File: src/rtl/cla_pkg.sv
// Shared types and width helpers for the sequential carry-lookahead adder.
package cla_pkg;

  typedef enum logic [1:0] {IDLE, CALC, DONE} cla_state_t;

  localparam int DEF_NBITS = 4;
  localparam int DEF_BLOCK = 4;

  function automatic int nblk(input int nbits, input int block);
    return (block > 0) ? nbits / block : 0;
  endfunction

endpackage

File: src/rtl/cla_block.sv
// Combinational BLOCK-bit carry-lookahead slice.
module cla_block
  import cla_pkg::*;
#(
  parameter int BLOCK = DEF_BLOCK
) (
  input  logic [BLOCK-1:0] a,
  input  logic [BLOCK-1:0] b,
  input  logic             ci,
  output logic [BLOCK-1:0] s,
  output logic             co
);

  logic [BLOCK-1:0] g;
  logic [BLOCK-1:0] p;
  logic [BLOCK:0]   c;

  assign g = a & b;
  assign p = a ^ b;

  // Each carry is a flat OR of generate terms gated by the propagates above them
  always_comb begin : lookahead
    logic t;
    t = 1'b0;
    c = '0;
    c[0] = ci;
    for (int k = 0; k < BLOCK; k++) begin
      t = ci;
      for (int j = 0; j <= k; j++) t = t & p[j];
      c[k+1] = t;
      for (int j = 0; j <= k; j++) begin
        t = g[j];
        for (int m = j + 1; m <= k; m++) t = t & p[m];
        c[k+1] = c[k+1] | t;
      end
    end
  end

  assign s  = p ^ c[BLOCK-1:0];
  assign co = c[BLOCK];

endmodule

File: src/rtl/cla_seq_adder.sv
// Handshaked N-bit adder, one CLA slice per clock with a rippled carry register.
// Define CLA_OVERFLOW_EN to add the signed-overflow output ovf.
module cla_seq_adder
  import cla_pkg::*;
#(
  parameter int nBITS = DEF_NBITS,
  parameter int BLOCK = DEF_BLOCK
) (
  input  logic             clk,
  input  logic             reset,
  input  logic             in_valid,
  output logic             in_ready,
  input  logic [nBITS-1:0] ain,
  input  logic [nBITS-1:0] bin,
  input  logic             cin,
  output logic             out_valid,
  input  logic             out_ready,
  output logic [nBITS-1:0] sum,
  output logic             cout
`ifdef CLA_OVERFLOW_EN
  ,
  output logic             ovf
`endif
);

  localparam int NBLK = nblk(nBITS, BLOCK);
  localparam int CW   = $clog2(NBLK) + 1;
  localparam int MSB  = nBITS - 1;
  localparam logic [CW-1:0] LAST = CW'(NBLK - 1);

  generate
    if (nBITS == 0 || (nBITS % BLOCK) != 0) begin : g_bad_cfg
      $error("cla_seq_adder: nBITS must be a positive multiple of BLOCK");
    end
  endgenerate

  cla_state_t       state, state_n;
  logic [nBITS-1:0] a_lat, b_lat;
  logic             carry;
  logic [CW-1:0]    idx;
  logic             last;
  logic [BLOCK-1:0] a_sl, b_sl, s_sl;
  logic             co_sl;

  assign last = (idx == LAST);
  assign a_sl = a_lat[idx*BLOCK +: BLOCK];
  assign b_sl = b_lat[idx*BLOCK +: BLOCK];

  cla_block #(
    .BLOCK(BLOCK)
  ) u_blk (
    .a (a_sl),
    .b (b_sl),
    .ci(carry),
    .s (s_sl),
    .co(co_sl)
  );

  always_comb begin
    state_n = state;
    unique case (state)
      IDLE:    if (in_valid)  state_n = CALC;
      CALC:    if (last)      state_n = DONE;
      DONE:    if (out_ready) state_n = IDLE;
      default: state_n = IDLE;
    endcase
  end

  // Handshake flags are registered copies of the next state
  always_ff @(posedge clk) begin
    if (reset) begin
      state     <= IDLE;
      in_ready  <= 1'b0;
      out_valid <= 1'b0;
    end else begin
      state     <= state_n;
      in_ready  <= (state_n == IDLE);
      out_valid <= (state_n == DONE);
    end
  end

  always_ff @(posedge clk) begin
    if (reset) begin
      a_lat <= '0;
      b_lat <= '0;
      carry <= 1'b0;
      idx   <= '0;
      sum   <= '0;
      cout  <= 1'b0;
`ifdef CLA_OVERFLOW_EN
      ovf   <= 1'b0;
`endif
    end else begin
      unique case (state)
        IDLE: begin
          if (in_valid) begin
            a_lat <= ain;
            b_lat <= bin;
            carry <= cin;
            idx   <= '0;
          end
        end
        CALC: begin
          sum[idx*BLOCK +: BLOCK] <= s_sl;
          carry <= co_sl;
          idx   <= idx + CW'(1);
          if (last) begin
            cout <= co_sl;
`ifdef CLA_OVERFLOW_EN
            ovf  <= (a_lat[MSB] == b_lat[MSB]) &&
                    (s_sl[BLOCK-1] != a_lat[MSB]);
`endif
          end
        end
        default: ;
      endcase
    end
  end

endmodule

File: config.mk
export PLATFORM = sky130hd
export DESIGN_NAME = cla_seq_adder
export DESIGN_NICKNAME = d
export VERILOG_FILES = /design/src/rtl/cla_pkg.sv /design/src/rtl/cla_block.sv /design/src/rtl/cla_seq_adder.sv
export SDC_FILE = /design/constraint.sdc
export NUM_CORES = 1
export LEC_CHECK = 0
export ABC_AREA = 1
export CORE_MARGIN = 3
export CORE_UTILIZATION = 53
export CTS_CLUSTER_DIAMETER = 60
export CTS_CLUSTER_SIZE = 24
export DETAILED_ROUTE_END_ITERATION = 16
export GPL_TIMING_DRIVEN = 0
export PLACE_DENSITY = 0.92
export SKIP_CTS_REPAIR_TIMING = 1
export SLEW_MARGIN = 0
export SYNTH_ARGS = -nofsm -noshare
export SYNTH_HDL_FRONTEND = slang
export SYNTH_HIERARCHICAL = 1
export SYNTH_SLANG_ARGS = --single-unit
File: constraint.sdc
create_clock -name clk -period 5.19 [get_ports clk]
set_input_delay 0.519 -clock clk [delete_from_list [all_inputs] [get_ports clk]]
set_output_delay 0.519 -clock clk [all_outputs]
set_load 0.005 [all_outputs]
==> results.py <==
metrics = {
    "critical_path": {
        "critPathLaunchType": "flop",
        "cp.required_ps": 5400,
        "cp-end-kind": "flop",
        "path_max_fanout": 10,
        "crit_type": "flop to flop",
        "arrival_ps": 2240,
    },
    "synthesis": {
        "synthXorXnorAreaFrac_pct": 1.77,
        "syn-num-nets": 162,
        "synth_fa_ha_area_share_pct": 8.32,
        "synthesis.instances": 143,
        "ys_warn_count": 6,
        "syn_avg_cell_area_sq_um": 6.94,
        "synth.distinct_cells": 20,
        "ys_seq_area_share_pct": 38.3,
        "yosys.area_share.simple_pct": 32.9,
        "synth_compound_area_share_pct": 6.56,
        "synth_top_family_by_area": "simple AND/OR/NAND/NOR gates",
        "netlist_area_sq_um": 992,
        "synthMuxAreaShare_pct": 0,
        "ys_ff_latch": 19,
    },
    "layout": {
        "fin_nets": 186,
        "final_common_cell": "nor2_1",
        "final_cell_mix": "nor2_1, nand2_1, inv_1, dfxtp_1, clkdlybuf4s50_1",
        "final_core_util_pct": 71.0,
        "areaGrowthSynthToFinish_pct": 25.0,
        "fin_area_sq_mm": 0.00124,
        "antenna_cells": 0,
        "drive_above_1_share_pct": 6.02,
    },
    "global_routing": {
        "grt_pass1_vias": 877,
        "use_met2_pct": 33.0,
        "gr-total-overflow": 0,
        "grt_max_degree": 11,
        "antenna_found_initial": 0,
        "gr-usage-met3_pct": 3.67,
        "use_met1_pct": 21.3,
        "grtUsageTotal_pct": 18.7,
        "grt_pass1_wl_microns": 3530,
        "grt_busiest_layer": "met2",
    },
    "placement": {
        "portBuffers": 19,
        "place_congestion": 0.762,
        "place_ws_ps": 3170,
        "post_dp_cell_area_sq_mm": 0.00121,
        "hpwl_microns": 1460,
    },
    "clock_tree": {
        "clk_latency_ps": 300,
        "cts_sinks": 19,
        "path_clk_slew_ps": 110,
        "cts_made_buffers": 3,
        "tritoncts": "yes",
        "htreeDepth": 1,
        "clk_path_buf_depth": 2,
        "clockRootBuffer": "clkbuf_4",
    },
    "timing": {
        "fin_skew_ps": 2.22,
        "grt_setup_unrepaired": "false",
        "post-route-period-util_pct": 39.0,
        "max_freq_mhz": 493,
        "timing.final.ws_setup_ps": 3160,
        "hold_viol": 0,
        "worst_pin_slew_ps": 373,
        "fin_crit_ps": 2030,
        "setup-violations-final": 0,
        "slew_viol_final": 0,
        "relSlewSlack_pct": 75.1,
        "tns_ps": 0,
    },
    "run_status": {
        "outcome": "finished clean",
    },
    "power_and_ir_drop": {
        "cellLeakagePower_nw": 0.607,
        "peakVddDrop_mv": 0.192,
        "p_per_area_mw_per_mm2": 264,
    },
    "floorplanning": {
        "fp.dieW_microns": 49.3,
        "num_rows": 15,
        "die-area_sq_mm": 0.00243,
        "top_level_ports": 20,
        "die_y_microns": 49.3,
        "initial_utilization_pct": 56.8,
        "core_area_sq_mm": 0.00175,
    },
    "routing": {
        "ant_nets": 0,
        "drt_iter0_markers": 10,
        "wl_microns": 1880,
        "drc_errors": 0,
        "drt_pass1_iterations": 4,
        "via_per_inst": 4.73,
        "vias": 903,
        "routedWlPerCell_microns": 9.82,
    },
    "run": {
        "cap_violations": 0,
    },
    "min_path": {
        "hp-class": "flop to flop",
    },
}
[worst paths after layout]
kind,endpoint,slack [ps],from,depth (start not counted)
setup / recovery,carry,3160,idx,12
hold / removal,a_lat[3],500,a_lat[3],2
setup reg to reg,carry,3160,idx,12
hold reg to reg,a_lat[3],500,a_lat[3],2
[per-stage QoR]
step / cells / power [mW] / hold slack [ps]
2_1_floorplan: 143 / 0.223 / 455
3_3_place_gp: 187 / 0.249 / 463
3_5_place_dp: 187 / 0.254 / 474
4_1_cts: 191 / 0.327 / 497
5_1_grt: 191 / 0.349 / 528
6_report: 191 / 0.327 / 495
[where the power goes]
| group | internal, mW | switching (mW) |
|---|---|---|
| clock network | 0.0300 | 0.0466 |
| logic | 0.0410 | 0.0433 |
| registers | 0.159 | 0.00735 |
| total | 0.230 | 0.0973 |
[cell type report]
type                    count  area (sq um)
clock buffers               4          26.3
flip-flops and latches     19           380
fillers                   154           505
well taps                  25          31.3
repair buffers             19           190
multi-input cells          97           492
inverters                  23          86.3
plain buffers               4          33.8
[synthesized netlist by cell type (all sizes together)]
master / n / area share, %
dfxtp: 19 / 38
nand4: 1 / 0.63
nor2: 38 / 15
fa: 1 / 2.0
a21oi: 4 / 2.0
ha: 5 / 6.3
nand2: 28 / 11
o21ai: 9 / 4.5
nand3b: 3 / 2.3
nand3: 6 / 3.5
xor2: 2 / 1.8
clkbuf: 2 / 1.8
inv: 23 / 8.7
buf: 2 / 1.6
[registers in the layout, summed over array words and instances, names as in the netlist]
signal / count
out_valid: 1
sum: 4
cout: 1
b_lat: 4
in_ready: 1
a_lat: 4
carry: 1
idx: 1
state: 2
[layer usage]
layer | share of wire, % | vias to the layer above
met2 | 51 | 18
li1 | - | 479
met4 | 2.0 | 0
met5 | 0 | -
met1 | 43 | 401
met3 | 3.6 | 5
[cells by family after synthesis]
| group | count (synthesis) |
|---|---|
| AND/OR/NAND/NOR | 76 |
| buffers and inverters | 27 |
| flip-flops | 19 |
| AO/OA/AOI/OAI | 13 |
| adder cells (fa/ha/maj) | 6 |
| XOR/XNOR | 2 |
[worst max-delay path: stages (launching register included)]
cell,delay [ps]
dfxtp_1,350
clkbuf_1,320
nor2_1,150
ha_1,320
ha_1,200
nand3_1,80
nand4_1,110
nand2_1,80
nand2_1,70
nand3_1,80
nand2_1,60
nor2_1,90
nor2_1,40
Note: power is estimated with default switching activity, not from simulation.
